### src/rtl/dcache_memory_arbiter_if.sv
// Port bundle between the arbiter, the two data cache controllers (LC, SC)
// and the memory controller's load and store channels.
interface dcache_memory_arbiter_if;
    logic        invalidate_i;

    logic        lc_ld_request_i;
    logic        sc_ld_request_i;
    logic [31:0] lc_ld_address_i;
    logic [31:0] sc_ld_address_i;
    logic        lc_st_request_i;
    logic        sc_st_request_i;
    logic [31:0] lc_st_address_i;
    logic [31:0] sc_st_address_i;
    logic [31:0] lc_st_data_i;
    logic [31:0] sc_st_data_i;
    logic [1:0]  lc_st_width_i;
    logic [1:0]  sc_st_width_i;
    logic        lc_lock_i;
    logic        sc_lock_i;

    logic        lc_grant_o;
    logic        sc_grant_o;
    logic [31:0] lc_ld_data_o;
    logic [31:0] sc_ld_data_o;
    logic        lc_ld_valid_o;
    logic        sc_ld_valid_o;
    logic        lc_st_done_o;
    logic        sc_st_done_o;

    logic        mem_ld_request_o;
    logic [31:0] mem_ld_address_o;
    logic        mem_ld_invalidate_o;
    logic [31:0] mem_ld_data_i;
    logic        mem_ld_valid_i;
    logic        mem_st_request_o;
    logic [31:0] mem_st_address_o;
    logic [31:0] mem_st_data_o;
    logic [1:0]  mem_st_width_o;
    logic        mem_st_done_i;

    logic        protocol_error_o;

    // Arbiter side
    modport master (
        input  invalidate_i,
        input  lc_ld_request_i, sc_ld_request_i, lc_ld_address_i, sc_ld_address_i,
        input  lc_st_request_i, sc_st_request_i, lc_st_address_i, sc_st_address_i,
        input  lc_st_data_i, sc_st_data_i, lc_st_width_i, sc_st_width_i,
        input  lc_lock_i, sc_lock_i,
        output lc_grant_o, sc_grant_o, lc_ld_data_o, sc_ld_data_o,
        output lc_ld_valid_o, sc_ld_valid_o, lc_st_done_o, sc_st_done_o,
        output mem_ld_request_o, mem_ld_address_o, mem_ld_invalidate_o,
        input  mem_ld_data_i, mem_ld_valid_i,
        output mem_st_request_o, mem_st_address_o, mem_st_data_o, mem_st_width_o,
        input  mem_st_done_i,
        output protocol_error_o
    );

    // Environment side (controllers plus memory controller)
    modport slave (
        output invalidate_i,
        output lc_ld_request_i, sc_ld_request_i, lc_ld_address_i, sc_ld_address_i,
        output lc_st_request_i, sc_st_request_i, lc_st_address_i, sc_st_address_i,
        output lc_st_data_i, sc_st_data_i, lc_st_width_i, sc_st_width_i,
        output lc_lock_i, sc_lock_i,
        input  lc_grant_o, sc_grant_o, lc_ld_data_o, sc_ld_data_o,
        input  lc_ld_valid_o, sc_ld_valid_o, lc_st_done_o, sc_st_done_o,
        input  mem_ld_request_o, mem_ld_address_o, mem_ld_invalidate_o,
        output mem_ld_data_i, mem_ld_valid_i,
        input  mem_st_request_o, mem_st_address_o, mem_st_data_o, mem_st_width_o,
        output mem_st_done_i,
        input  protocol_error_o
    );
endinterface

### src/rtl/dcache_memory_arbiter.sv
// Round-robin arbiter sharing the memory load/store channels between the cache
// load and store controllers, with burst locking and in-order ID routing FIFOs.
module dcache_memory_arbiter #(
    parameter int MAX_OUTSTANDING = 8
) (
    input logic                    clk_i,
    input logic                    rst_i,
    dcache_memory_arbiter_if.master bus
);
    localparam int PTR_W = $clog2(MAX_OUTSTANDING);
    localparam int CNT_W = PTR_W + 1;
    localparam logic [CNT_W-1:0] FULL = CNT_W'(MAX_OUTSTANDING);
    localparam logic LC_ID = 1'b0;
    localparam logic SC_ID = 1'b1;

    typedef enum logic [1:0] {IDLE, LC_OWNED, SC_OWNED} state_t;

    state_t state, state_next;
    logic   last_grant;

    logic [MAX_OUTSTANDING-1:0] ld_ids, st_ids;
    logic [PTR_W-1:0] ld_wr_ptr, ld_rd_ptr, st_wr_ptr, st_rd_ptr;
    logic [CNT_W-1:0] ld_count, st_count;
    logic             error;

    logic ld_room, st_room, lc_eligible, sc_eligible;
    logic grant_lc, grant_sc, any_grant, grant_id;
    logic sel_ld_request;
    logic [31:0] sel_ld_address, sel_st_address, sel_st_data;
    logic [1:0]  sel_st_width;
    logic ld_push, st_push, ld_response, st_response;
    logic ld_empty, st_empty, ld_pop, st_pop, ld_head, st_head, error_set;

    // A requester with both requests presents only its load; the store waits.
    assign ld_room     = (ld_count != FULL) && !bus.invalidate_i;
    assign st_room     = (st_count != FULL);
    assign lc_eligible = !rst_i && (bus.lc_ld_request_i ? ld_room : (bus.lc_st_request_i && st_room));
    assign sc_eligible = !rst_i && (bus.sc_ld_request_i ? ld_room : (bus.sc_st_request_i && st_room));

    always_comb begin
        grant_lc   = 1'b0;
        grant_sc   = 1'b0;
        state_next = state;
        case (state)
            LC_OWNED: grant_lc = lc_eligible;
            SC_OWNED: grant_sc = sc_eligible;
            default: begin
                if (lc_eligible && sc_eligible) begin
                    grant_lc = (last_grant == SC_ID);
                    grant_sc = (last_grant == LC_ID);
                end else begin
                    grant_lc = lc_eligible;
                    grant_sc = sc_eligible;
                end
            end
        endcase
        case (state)
            IDLE: begin
                if (grant_lc && bus.lc_lock_i)
                    state_next = LC_OWNED;
                else if (grant_sc && bus.sc_lock_i)
                    state_next = SC_OWNED;
            end
            LC_OWNED: if (!bus.lc_lock_i) state_next = IDLE;
            SC_OWNED: if (!bus.sc_lock_i) state_next = IDLE;
            default:  state_next = IDLE;
        endcase
        if (bus.invalidate_i)
            state_next = IDLE;
    end

    assign any_grant      = grant_lc | grant_sc;
    assign grant_id       = grant_sc ? SC_ID : LC_ID;
    assign sel_ld_request = grant_sc ? bus.sc_ld_request_i : bus.lc_ld_request_i;
    assign sel_ld_address = grant_sc ? bus.sc_ld_address_i : bus.lc_ld_address_i;
    assign sel_st_address = grant_sc ? bus.sc_st_address_i : bus.lc_st_address_i;
    assign sel_st_data    = grant_sc ? bus.sc_st_data_i    : bus.lc_st_data_i;
    assign sel_st_width   = grant_sc ? bus.sc_st_width_i   : bus.lc_st_width_i;
    assign ld_push        = any_grant & sel_ld_request;
    assign st_push        = any_grant & ~sel_ld_request;

    assign bus.lc_grant_o          = grant_lc;
    assign bus.sc_grant_o          = grant_sc;
    assign bus.mem_ld_request_o    = ld_push;
    assign bus.mem_ld_address_o    = ld_push ? sel_ld_address : '0;
    assign bus.mem_ld_invalidate_o = bus.invalidate_i;
    assign bus.mem_st_request_o    = st_push;
    assign bus.mem_st_address_o    = st_push ? sel_st_address : '0;
    assign bus.mem_st_data_o       = st_push ? sel_st_data : '0;
    assign bus.mem_st_width_o      = st_push ? sel_st_width : '0;

    // Load data arriving while the pipeline is flushed belongs to a dropped load.
    assign ld_response = bus.mem_ld_valid_i & ~bus.invalidate_i & ~rst_i;
    assign st_response = bus.mem_st_done_i & ~rst_i;
    assign ld_empty    = (ld_count == '0);
    assign st_empty    = (st_count == '0);
    assign ld_pop      = ld_response & ~ld_empty;
    assign st_pop      = st_response & ~st_empty;
    assign ld_head     = ld_ids[ld_rd_ptr];
    assign st_head     = st_ids[st_rd_ptr];
    assign error_set   = (ld_response & ld_empty) | (st_response & st_empty);

    assign bus.lc_ld_valid_o    = ld_pop & (ld_head == LC_ID);
    assign bus.sc_ld_valid_o    = ld_pop & (ld_head == SC_ID);
    assign bus.lc_ld_data_o     = bus.lc_ld_valid_o ? bus.mem_ld_data_i : '0;
    assign bus.sc_ld_data_o     = bus.sc_ld_valid_o ? bus.mem_ld_data_i : '0;
    assign bus.lc_st_done_o     = st_pop & (st_head == LC_ID);
    assign bus.sc_st_done_o     = st_pop & (st_head == SC_ID);
    assign bus.protocol_error_o = error;

    always_ff @(posedge clk_i) begin
        if (rst_i) begin
            state      <= IDLE;
            last_grant <= SC_ID;
            ld_wr_ptr  <= '0;
            ld_rd_ptr  <= '0;
            ld_count   <= '0;
            st_wr_ptr  <= '0;
            st_rd_ptr  <= '0;
            st_count   <= '0;
            error      <= 1'b0;
        end else begin
            state <= state_next;
            if (any_grant)
                last_grant <= grant_id;
            if (ld_push) begin
                ld_ids[ld_wr_ptr] <= grant_id;
                ld_wr_ptr         <= ld_wr_ptr + PTR_W'(1);
            end
            if (ld_pop)
                ld_rd_ptr <= ld_rd_ptr + PTR_W'(1);
            ld_count <= ld_count + CNT_W'(ld_push) - CNT_W'(ld_pop);
            if (bus.invalidate_i) begin
                ld_wr_ptr <= '0;
                ld_rd_ptr <= '0;
                ld_count  <= '0;
            end
            if (st_push) begin
                st_ids[st_wr_ptr] <= grant_id;
                st_wr_ptr         <= st_wr_ptr + PTR_W'(1);
            end
            if (st_pop)
                st_rd_ptr <= st_rd_ptr + PTR_W'(1);
            st_count <= st_count + CNT_W'(st_push) - CNT_W'(st_pop);
            if (error_set)
                error <= 1'b1;
        end
    end
endmodule
### src/flat_wrapper.sv
// flat-port wrapper written by rule: the top's interface ports become plain ports
module dcache_memory_arbiter_flat 
#(
    parameter int MAX_OUTSTANDING = 8
)
  (clk_i, rst_i, bus_invalidate_i, bus_lc_ld_request_i, bus_sc_ld_request_i, bus_lc_ld_address_i, bus_sc_ld_address_i, bus_lc_st_request_i, bus_sc_st_request_i, bus_lc_st_address_i, bus_sc_st_address_i, bus_lc_st_data_i, bus_sc_st_data_i, bus_lc_st_width_i, bus_sc_st_width_i, bus_lc_lock_i, bus_sc_lock_i, bus_lc_grant_o, bus_sc_grant_o, bus_lc_ld_data_o, bus_sc_ld_data_o, bus_lc_ld_valid_o, bus_sc_ld_valid_o, bus_lc_st_done_o, bus_sc_st_done_o, bus_mem_ld_request_o, bus_mem_ld_address_o, bus_mem_ld_invalidate_o, bus_mem_ld_data_i, bus_mem_ld_valid_i, bus_mem_st_request_o, bus_mem_st_address_o, bus_mem_st_data_o, bus_mem_st_width_o, bus_mem_st_done_i, bus_protocol_error_o);
  dcache_memory_arbiter_if bus_i ();
  input logic clk_i;
  input logic rst_i;
  input wire logic [$bits(bus_i.invalidate_i)-1:0] bus_invalidate_i;
  input wire logic [$bits(bus_i.lc_ld_request_i)-1:0] bus_lc_ld_request_i;
  input wire logic [$bits(bus_i.sc_ld_request_i)-1:0] bus_sc_ld_request_i;
  input wire logic [$bits(bus_i.lc_ld_address_i)-1:0] bus_lc_ld_address_i;
  input wire logic [$bits(bus_i.sc_ld_address_i)-1:0] bus_sc_ld_address_i;
  input wire logic [$bits(bus_i.lc_st_request_i)-1:0] bus_lc_st_request_i;
  input wire logic [$bits(bus_i.sc_st_request_i)-1:0] bus_sc_st_request_i;
  input wire logic [$bits(bus_i.lc_st_address_i)-1:0] bus_lc_st_address_i;
  input wire logic [$bits(bus_i.sc_st_address_i)-1:0] bus_sc_st_address_i;
  input wire logic [$bits(bus_i.lc_st_data_i)-1:0] bus_lc_st_data_i;
  input wire logic [$bits(bus_i.sc_st_data_i)-1:0] bus_sc_st_data_i;
  input wire logic [$bits(bus_i.lc_st_width_i)-1:0] bus_lc_st_width_i;
  input wire logic [$bits(bus_i.sc_st_width_i)-1:0] bus_sc_st_width_i;
  input wire logic [$bits(bus_i.lc_lock_i)-1:0] bus_lc_lock_i;
  input wire logic [$bits(bus_i.sc_lock_i)-1:0] bus_sc_lock_i;
  output wire logic [$bits(bus_i.lc_grant_o)-1:0] bus_lc_grant_o;
  output wire logic [$bits(bus_i.sc_grant_o)-1:0] bus_sc_grant_o;
  output wire logic [$bits(bus_i.lc_ld_data_o)-1:0] bus_lc_ld_data_o;
  output wire logic [$bits(bus_i.sc_ld_data_o)-1:0] bus_sc_ld_data_o;
  output wire logic [$bits(bus_i.lc_ld_valid_o)-1:0] bus_lc_ld_valid_o;
  output wire logic [$bits(bus_i.sc_ld_valid_o)-1:0] bus_sc_ld_valid_o;
  output wire logic [$bits(bus_i.lc_st_done_o)-1:0] bus_lc_st_done_o;
  output wire logic [$bits(bus_i.sc_st_done_o)-1:0] bus_sc_st_done_o;
  output wire logic [$bits(bus_i.mem_ld_request_o)-1:0] bus_mem_ld_request_o;
  output wire logic [$bits(bus_i.mem_ld_address_o)-1:0] bus_mem_ld_address_o;
  output wire logic [$bits(bus_i.mem_ld_invalidate_o)-1:0] bus_mem_ld_invalidate_o;
  input wire logic [$bits(bus_i.mem_ld_data_i)-1:0] bus_mem_ld_data_i;
  input wire logic [$bits(bus_i.mem_ld_valid_i)-1:0] bus_mem_ld_valid_i;
  output wire logic [$bits(bus_i.mem_st_request_o)-1:0] bus_mem_st_request_o;
  output wire logic [$bits(bus_i.mem_st_address_o)-1:0] bus_mem_st_address_o;
  output wire logic [$bits(bus_i.mem_st_data_o)-1:0] bus_mem_st_data_o;
  output wire logic [$bits(bus_i.mem_st_width_o)-1:0] bus_mem_st_width_o;
  input wire logic [$bits(bus_i.mem_st_done_i)-1:0] bus_mem_st_done_i;
  output wire logic [$bits(bus_i.protocol_error_o)-1:0] bus_protocol_error_o;
  assign bus_i.invalidate_i = bus_invalidate_i;
  assign bus_i.lc_ld_request_i = bus_lc_ld_request_i;
  assign bus_i.sc_ld_request_i = bus_sc_ld_request_i;
  assign bus_i.lc_ld_address_i = bus_lc_ld_address_i;
  assign bus_i.sc_ld_address_i = bus_sc_ld_address_i;
  assign bus_i.lc_st_request_i = bus_lc_st_request_i;
  assign bus_i.sc_st_request_i = bus_sc_st_request_i;
  assign bus_i.lc_st_address_i = bus_lc_st_address_i;
  assign bus_i.sc_st_address_i = bus_sc_st_address_i;
  assign bus_i.lc_st_data_i = bus_lc_st_data_i;
  assign bus_i.sc_st_data_i = bus_sc_st_data_i;
  assign bus_i.lc_st_width_i = bus_lc_st_width_i;
  assign bus_i.sc_st_width_i = bus_sc_st_width_i;
  assign bus_i.lc_lock_i = bus_lc_lock_i;
  assign bus_i.sc_lock_i = bus_sc_lock_i;
  assign bus_lc_grant_o = bus_i.lc_grant_o;
  assign bus_sc_grant_o = bus_i.sc_grant_o;
  assign bus_lc_ld_data_o = bus_i.lc_ld_data_o;
  assign bus_sc_ld_data_o = bus_i.sc_ld_data_o;
  assign bus_lc_ld_valid_o = bus_i.lc_ld_valid_o;
  assign bus_sc_ld_valid_o = bus_i.sc_ld_valid_o;
  assign bus_lc_st_done_o = bus_i.lc_st_done_o;
  assign bus_sc_st_done_o = bus_i.sc_st_done_o;
  assign bus_mem_ld_request_o = bus_i.mem_ld_request_o;
  assign bus_mem_ld_address_o = bus_i.mem_ld_address_o;
  assign bus_mem_ld_invalidate_o = bus_i.mem_ld_invalidate_o;
  assign bus_i.mem_ld_data_i = bus_mem_ld_data_i;
  assign bus_i.mem_ld_valid_i = bus_mem_ld_valid_i;
  assign bus_mem_st_request_o = bus_i.mem_st_request_o;
  assign bus_mem_st_address_o = bus_i.mem_st_address_o;
  assign bus_mem_st_data_o = bus_i.mem_st_data_o;
  assign bus_mem_st_width_o = bus_i.mem_st_width_o;
  assign bus_i.mem_st_done_i = bus_mem_st_done_i;
  assign bus_protocol_error_o = bus_i.protocol_error_o;
  dcache_memory_arbiter #(.MAX_OUTSTANDING(MAX_OUTSTANDING)) u_core (.clk_i(clk_i), .rst_i(rst_i), .bus(bus_i));
endmodule
### config.mk
export PLATFORM = sky130hd
export DESIGN_NAME = dcache_memory_arbiter_flat
export DESIGN_NICKNAME = d
export VERILOG_FILES = /design/src/rtl/dcache_memory_arbiter_if.sv /design/src/rtl/dcache_memory_arbiter.sv /design/src/flat_wrapper.sv
export SDC_FILE = /design/constraint.sdc
export NUM_CORES = 1
export LEC_CHECK = 0
export CORE_AREA = 2 2 161 163
export DETAILED_ROUTE_END_ITERATION = 8
export DIE_AREA = 0 0 163 165
export GPL_ROUTABILITY_DRIVEN = 0
export GPL_TIMING_DRIVEN = 0
export PLACE_DENSITY = 0.65
export SLEW_MARGIN = 0
export SYNTH_ARGS = -nofsm -noshare
export SYNTH_HDL_FRONTEND = slang
export SYNTH_SLANG_ARGS = --single-unit
### constraint.sdc
create_clock -name clk_i -period 2.9 [get_ports clk_i]
set_input_delay 0.58 -clock clk_i [delete_from_list [all_inputs] [get_ports clk_i]]
set_output_delay 0.58 -clock clk_i [all_outputs]
set_load 0.01 [all_outputs]
Yosys cells after proc, flatten, opt, wreduce, memory -nomap -nowiden. Index checks and enable logic that the tools add are counted.

Output and inout bits: 172. Memories kept: 0. Memory bits (read-only): 0. Logic and storage cells: 107. RAM bits: 0. Input bits: 239. Bits in registers: 40. Latch bits: 0.

Order comparisons: 6. Reduce and logical (&&, ||, !) cells: 19. Div/mod/pow operators: 0. Multipliers: 0. Bitwise operators: 23. Mux-type cells: 33. Shift-type cells: 0. Equal/unequal tests: 7. Add/sub/neg operators: 8.

Operator list (number): 2-to-1 mux 32 bit (8); bitwise mux 8 bit (2); less-than comparator 3 x 4 -> 1 bit, second input constant (4); bitwise AND 1 bit (13); adder 3 x 1 -> 3 bit, second input constant (4); 2-to-1 mux 2 bit (6); logical AND 1 bit (10); 2-to-1 mux 1 bit (10); adder 4 x 1 -> 4 bit (2); logical NOT 4 bit (2); inequality test 4 bit, second input constant (2); NOT 1 bit (8); subtractor 4 x 1 -> 4 bit (2); binary-select mux 1 bit (select 3 bit) (2); demux 1 bit (select 3 bit) (2); >= comparator 3 x 1 -> 1 bit, second input constant (2); case mux 2 bit (3 select lines) (1); inequality test 2 bit, second input constant (2); case mux 1 bit (2 select lines) (2); AND reduction 2 bit (2); inequality test 3 x 1 -> 1 bit, second input constant (1); AND reduction 3 bit (1); equality test 2 x 1 -> 1 bit, second input constant (1); equality test 2 bit, second input constant (1); 4 further kinds (6).

Longest topological paths before layout.
Depth in word-level cells: 12. Mapped depth: 16. Depth with buffers taken out: 14.

Worst setup path before layout. OpenSTA, ideal clock, no wires.

Kind: reg-to-reg. Start point: register u_core.st_count[2]. End point: register u_core.st_count[2]. Path slack: -211 ps. Period minus slack after synthesis: 3111 ps. Data required time: 2773 ps. Library setup time: 127 ps. Stages on the path, launching flop included: 15. Arrival time: 2984 ps. Path through: dfxtp_1 > inv_1 > ha_1 > nor3b_1 > or4b_4 > a21oi_4 > nand2_2 > mux2_4 > buf_2 > ha_1 > inv_1 > ha_1 > fa_1 > xnor2_1 > nor2_1.

Cells in the longest elaborated chain, start to end: 12.

Ends and longest elaborated chain: start: declaration (RTL line dcache_memory_arbiter.sv:23) `logic [CNT_W-1:0] ld_count, st_count;`; start signal: assignment (RTL line dcache_memory_arbiter.sv:144) `st_count <= st_count + CNT_W'(st_push) - CNT_W'(st_pop);`; inequality test 4 bit (RTL line dcache_memory_arbiter.sv:36) `assign st_room = (st_count != FULL);`; logical AND 1 bit, on equally long branches (RTL line dcache_memory_arbiter.sv:37, dcache_memory_arbiter.sv:38); 2-to-1 mux 1 bit, on equally long branches (RTL line dcache_memory_arbiter.sv:37, dcache_memory_arbiter.sv:38); logical AND 1 bit, on equally long branches (RTL line dcache_memory_arbiter.sv:37, dcache_memory_arbiter.sv:38); logical AND 1 bit (RTL line dcache_memory_arbiter.sv:48) `if (lc_eligible && sc_eligible) begin`; 2-to-1 mux 1 bit (RTL line dcache_memory_arbiter.sv:48); case mux 1 bit (2 select lines) (RTL line dcache_memory_arbiter.sv:44) `case (state)`; 2-to-1 mux 1 bit (RTL line dcache_memory_arbiter.sv:74) `assign sel_ld_request = grant_sc ? bus.sc_ld_request_i : bus.lc_ld_request_i;`; NOT 1 bit (RTL line dcache_memory_arbiter.sv:80) `assign st_push = any_grant & ~sel_ld_request;`; bitwise AND 1 bit (RTL line dcache_memory_arbiter.sv:80); adder 4 x 1 -> 4 bit (RTL line dcache_memory_arbiter.sv:144); subtractor 4 x 1 -> 4 bit * (RTL line dcache_memory_arbiter.sv:144).

Mark *: on every way between the ends. The rest lies on a longest branch, timed or not. A chain may end at the register's enable or synchronous reset.

Final worst setup path.
Start point: input bus_sc_ld_request_i. End point: output bus_mem_st_data_o[19].

Cells in the longest elaborated chain, start to end: 9.

Ends and longest elaborated chain: start: declaration (RTL line flat_wrapper.sv:12) `input wire logic [$bits(bus_i.sc_ld_request_i)-1:0] bus_sc_ld_request_i;`; 2-to-1 mux 1 bit (RTL line dcache_memory_arbiter.sv:38) `assign sc_eligible = !rst_i && (bus.sc_ld_request_i ? ld_room : (bus.sc_st_request_i && st_room));`; logical AND 1 bit (RTL line dcache_memory_arbiter.sv:38); logical AND 1 bit (RTL line dcache_memory_arbiter.sv:48); 2-to-1 mux 1 bit (RTL line dcache_memory_arbiter.sv:48); case mux 1 bit (2 select lines) (RTL line dcache_memory_arbiter.sv:44); 2-to-1 mux 1 bit (RTL line dcache_memory_arbiter.sv:74); NOT 1 bit (RTL line dcache_memory_arbiter.sv:80); bitwise AND 1 bit (RTL line dcache_memory_arbiter.sv:80); 2-to-1 mux 32 bit * (RTL line dcache_memory_arbiter.sv:89) `assign bus.mem_st_data_o = st_push ? sel_st_data : '0;`; end: declaration (RTL line flat_wrapper.sv:40) `output wire logic [$bits(bus_i.mem_st_data_o)-1:0] bus_mem_st_data_o;`.

Marks and branches as above.

==> impl_results.md <==
- Status: finished with violations
- Failing checks: negative setup slack
- MaxCap Viol Count: 0
- Pleak: 4.43 nW
- Die X-Extent: 163 um
- Mapped Cells: 624
- Power, Total: 2.98 mW
- CP arrival: 2810 ps
- Hold WS: 524 ps
- Comb pwr share: 0.589
- Clock sinks: 40
- Fin util: 0.392
- WL final: 25.8 mm
- Clock network fraction of total power: 0.181
- Area share of the largest cell type after synthesis: 0.181
- Top cells by count, synth: nand2_1 (208), a21oi_1 (64), a21oi_2 (40)
- Switch share: 0.374
- Worst Clk Skew: 5.71 ps
- Remaining DRCs: 0
- Root buf cell: clkbuf_16
- Minimum clock period: 3390 ps
- Post-synth EDFFs: 16
- DP Area: 8910 sq um
- Worst VDD drop: 0.248 mV
- Synth Flop Type: dfxtp_1
- Post-Layout Cell Count: 1419
- Port Buf Inserts: 410
- Most common cell in the synthesized netlist: nand2_1
- Number of global-route vias before repair: 6125
- Avg Inst Size Synth: 6.91 sq um
- DPL Wire Length: 20.2 mm
- Layout cells sized above 1: 0.361
- Transition time at the pin with the least slew margin: 627 ps
- Worst setup SP type: input pin
- Clk buf depth: 2
- Num CTS Buffers: 5
- Part of the cycle the worst path needs: 1.17
- Cts-stage hold buffer count: 0
- Area contributors post-synth: nand2_1 (18%), dfxtp_1 (11%), edfxtp_1 (11%)
- Req. time, crit path: 2320 ps
- DR vias: 6187
- Post-Syn Area: 4310 sq um
- Synthesized flop and latch total: 40
- Worst slew margin: 0.582
- Sequential-to-total area share from yosys stat: 0.223
- Latest clock arrival within the worst-skew pair: 280 ps
- Setup Viol. Count Final: 107
- Design Area, Final: 9810 sq um
- DR iter-0 viols: 294
- Wirelength per Cell: 18.2 um
- Final ANT Viol Nets: 0
- Worst Hold Class: reg -> reg
- CTS tree: yes
- Worst-path clk slew: 60 ps
- Vert. Die Dim: 165 um
- FMAX: 295 MHz
- CP Capture Type: output pin
- Inst Count DP: 1364
- Synth warn: 0
- Crit Path Category: in -> out
- Worst Path Max Fanout: 8
- Core ar.: 25000 sq um
- Num rows: 58
- NetSw: 1.12 mW
- Distinct cells, synth: 57
- Top-level port count: 411
- PD cells: 304 nW/um^2
- R2R setup slack: -330 ps
- Pint: 1.86 mW
- GRT Residual Overflow: 0
- Largest net degree at the start of global routing: 14
- Synthesis-to-finish area growth: 127%
- RSZ-0062 raised after global routing: true
- Antenna violations before repair: 4
- Final WS setup: -492 ps
- Max Slew Vio Count: 0
- Dominant cell type by area after synthesis: nand2_1
- First-pass GRT wire length: 35.8 mm
- H-tree depth: 2
- Drt pass-1 iters: 5
- Seq pwr share: 0.229
- Die area: 26900 sq um
- Vias/cell: 4.36
- Final net count: 1343
- Initial Utilization: 0.172
- Syn_nets: 883
- Final hold violations: 0
- Total Routing Usage GR: 0.176
- Fraction of registers with async set/reset: 0
-- power by group through the flow --
stage	combinational, mW	sequential, mW	clock, mW
final	1.76	0.683	0.540
after global routing	1.90	0.689	0.569
after CTS	1.66	0.682	0.545
after detailed placement	1.44	0.690	0
after global placement	1.43	0.688	0
after floorplan	0.690	0.681	0
-- kinds of logic after synthesis --
family / after synthesis / synth area share
xor gates and xnor gates: 9 / 0.0183
buffers and inverters: 70 / 0.0769
and+or+nand+nor: 344 / 0.381
AOI/OAI and AO/OA: 129 / 0.199
DFF: 40 / 0.223
adders and majority gates: 20 / 0.0615
muxes: 12 / 0.0409
-- per-stage QoR --
step                      TNS, ps  worst slack [ps]
final                      -42820              -492
after global routing       -49880              -549
after global placement    -227710             -1660
after detailed placement  -229470             -1640
after floorplan              -447              -146
after CTS                  -39650              -469
-- area by class of cell --
| class | instances | area [sq um] |
|---|---|---|
| Sequential cell | 40 | 966 |
| Inverter | 17 | 68.8 |
| Fill cell | 2598 | 15200 |
| Clock buffer | 5 | 125 |
| Tap cell | 330 | 413 |
| Clock inverter | 3 | 13.8 |
| Antenna cell | 4 | 10.0 |
| Multi-Input combinational cell | 514 | 3620 |
| Buffer | 51 | 609 |
| Timing Repair Buffer | 455 | 3990 |
-- cells in the final DEF, fill, tap and decap left out, drive strengths merged, types with 4 or more instances in the layout --
cell type,synthesis,layout
mux2i,6,6
nor2,18,18
nor4,4,4
ha,18,18
dfxtp,24,24
xnor2,6,6
inv,17,17
nand2,209,209
buf,27,176
o21ai,7,7
and2,35,35
edfxtp,16,16
dlygate4sd2,0,32
nand2b,8,8
nand3,5,5
mux4,4,4
a21oi,105,105
dlymetal6s2s,0,7
nor4b,7,7
and3,34,34
diode,0,4
clkbuf,26,54
clkdlybuf4s50,0,239
nor2b,6,6
nor3,6,6
-- registers in the layout, indices dropped and copies added (netlist names) --
| register | count |
|---|---|
| u_core.st_rd_ptr | 3 |
| u_core.bus.protocol_error_o | 1 |
| u_core.st_count | 4 |
| u_core.ld_ids | 8 |
| u_core.last_grant | 1 |
| u_core.state | 2 |
| u_core.ld_wr_ptr | 3 |
| u_core.ld_rd_ptr | 3 |
| u_core.ld_count | 4 |
| u_core.st_ids | 8 |
| u_core.st_wr_ptr | 3 |
-- routing by layer --
| metal | global-route usage | part of all wire | vias up |
|---|---|---|---|
| met3 | 0.0369 | 0.077 | 22 |
| met5 | 0 | 0 | - |
| met4 | 0.0459 | 0.017 | 0 |
| met2 | 0.326 | 0.52 | 297 |
| met1 | 0.204 | 0.39 | 2835 |
| li1 | - | - | 3033 |
-- critical path, cell delays in order --
cell	delay, ps
clkdlybuf4s15_2	300
or4b_4	620
a21oi_4	240
nand2_4	100
mux2_4	370
buf_12	170
buf_12	140
a21oi_4	130
buf_2	150
-- timing repair --
item | 4_1_cts | 5_1_grt
gates resized for setup | 674 | 126
cloned | 5 | 0
pin swaps | 5 | 10
buffers inserted | 28 | 16
endpoints found under the setup margin | 195 | 152
-- final timing paths --
check	start	endpoint	depth (start not counted)
hold / removal	u_core.st_wr_ptr[2]$_SDFFE_PP0N_	u_core.st_wr_ptr[2]$_SDFFE_PP0N_	2
setup reg to reg	u_core.st_count[2]$_SDFF_PP0_	u_core.ld_count[1]$_SDFF_PP0_	16
setup / recovery	bus_sc_ld_request_i	bus_mem_st_data_o[19]	9
hold reg to reg	u_core.st_wr_ptr[2]$_SDFFE_PP0N_	u_core.st_wr_ptr[2]$_SDFFE_PP0N_	2
No activity file was read; power rests on OpenSTA's default activity.
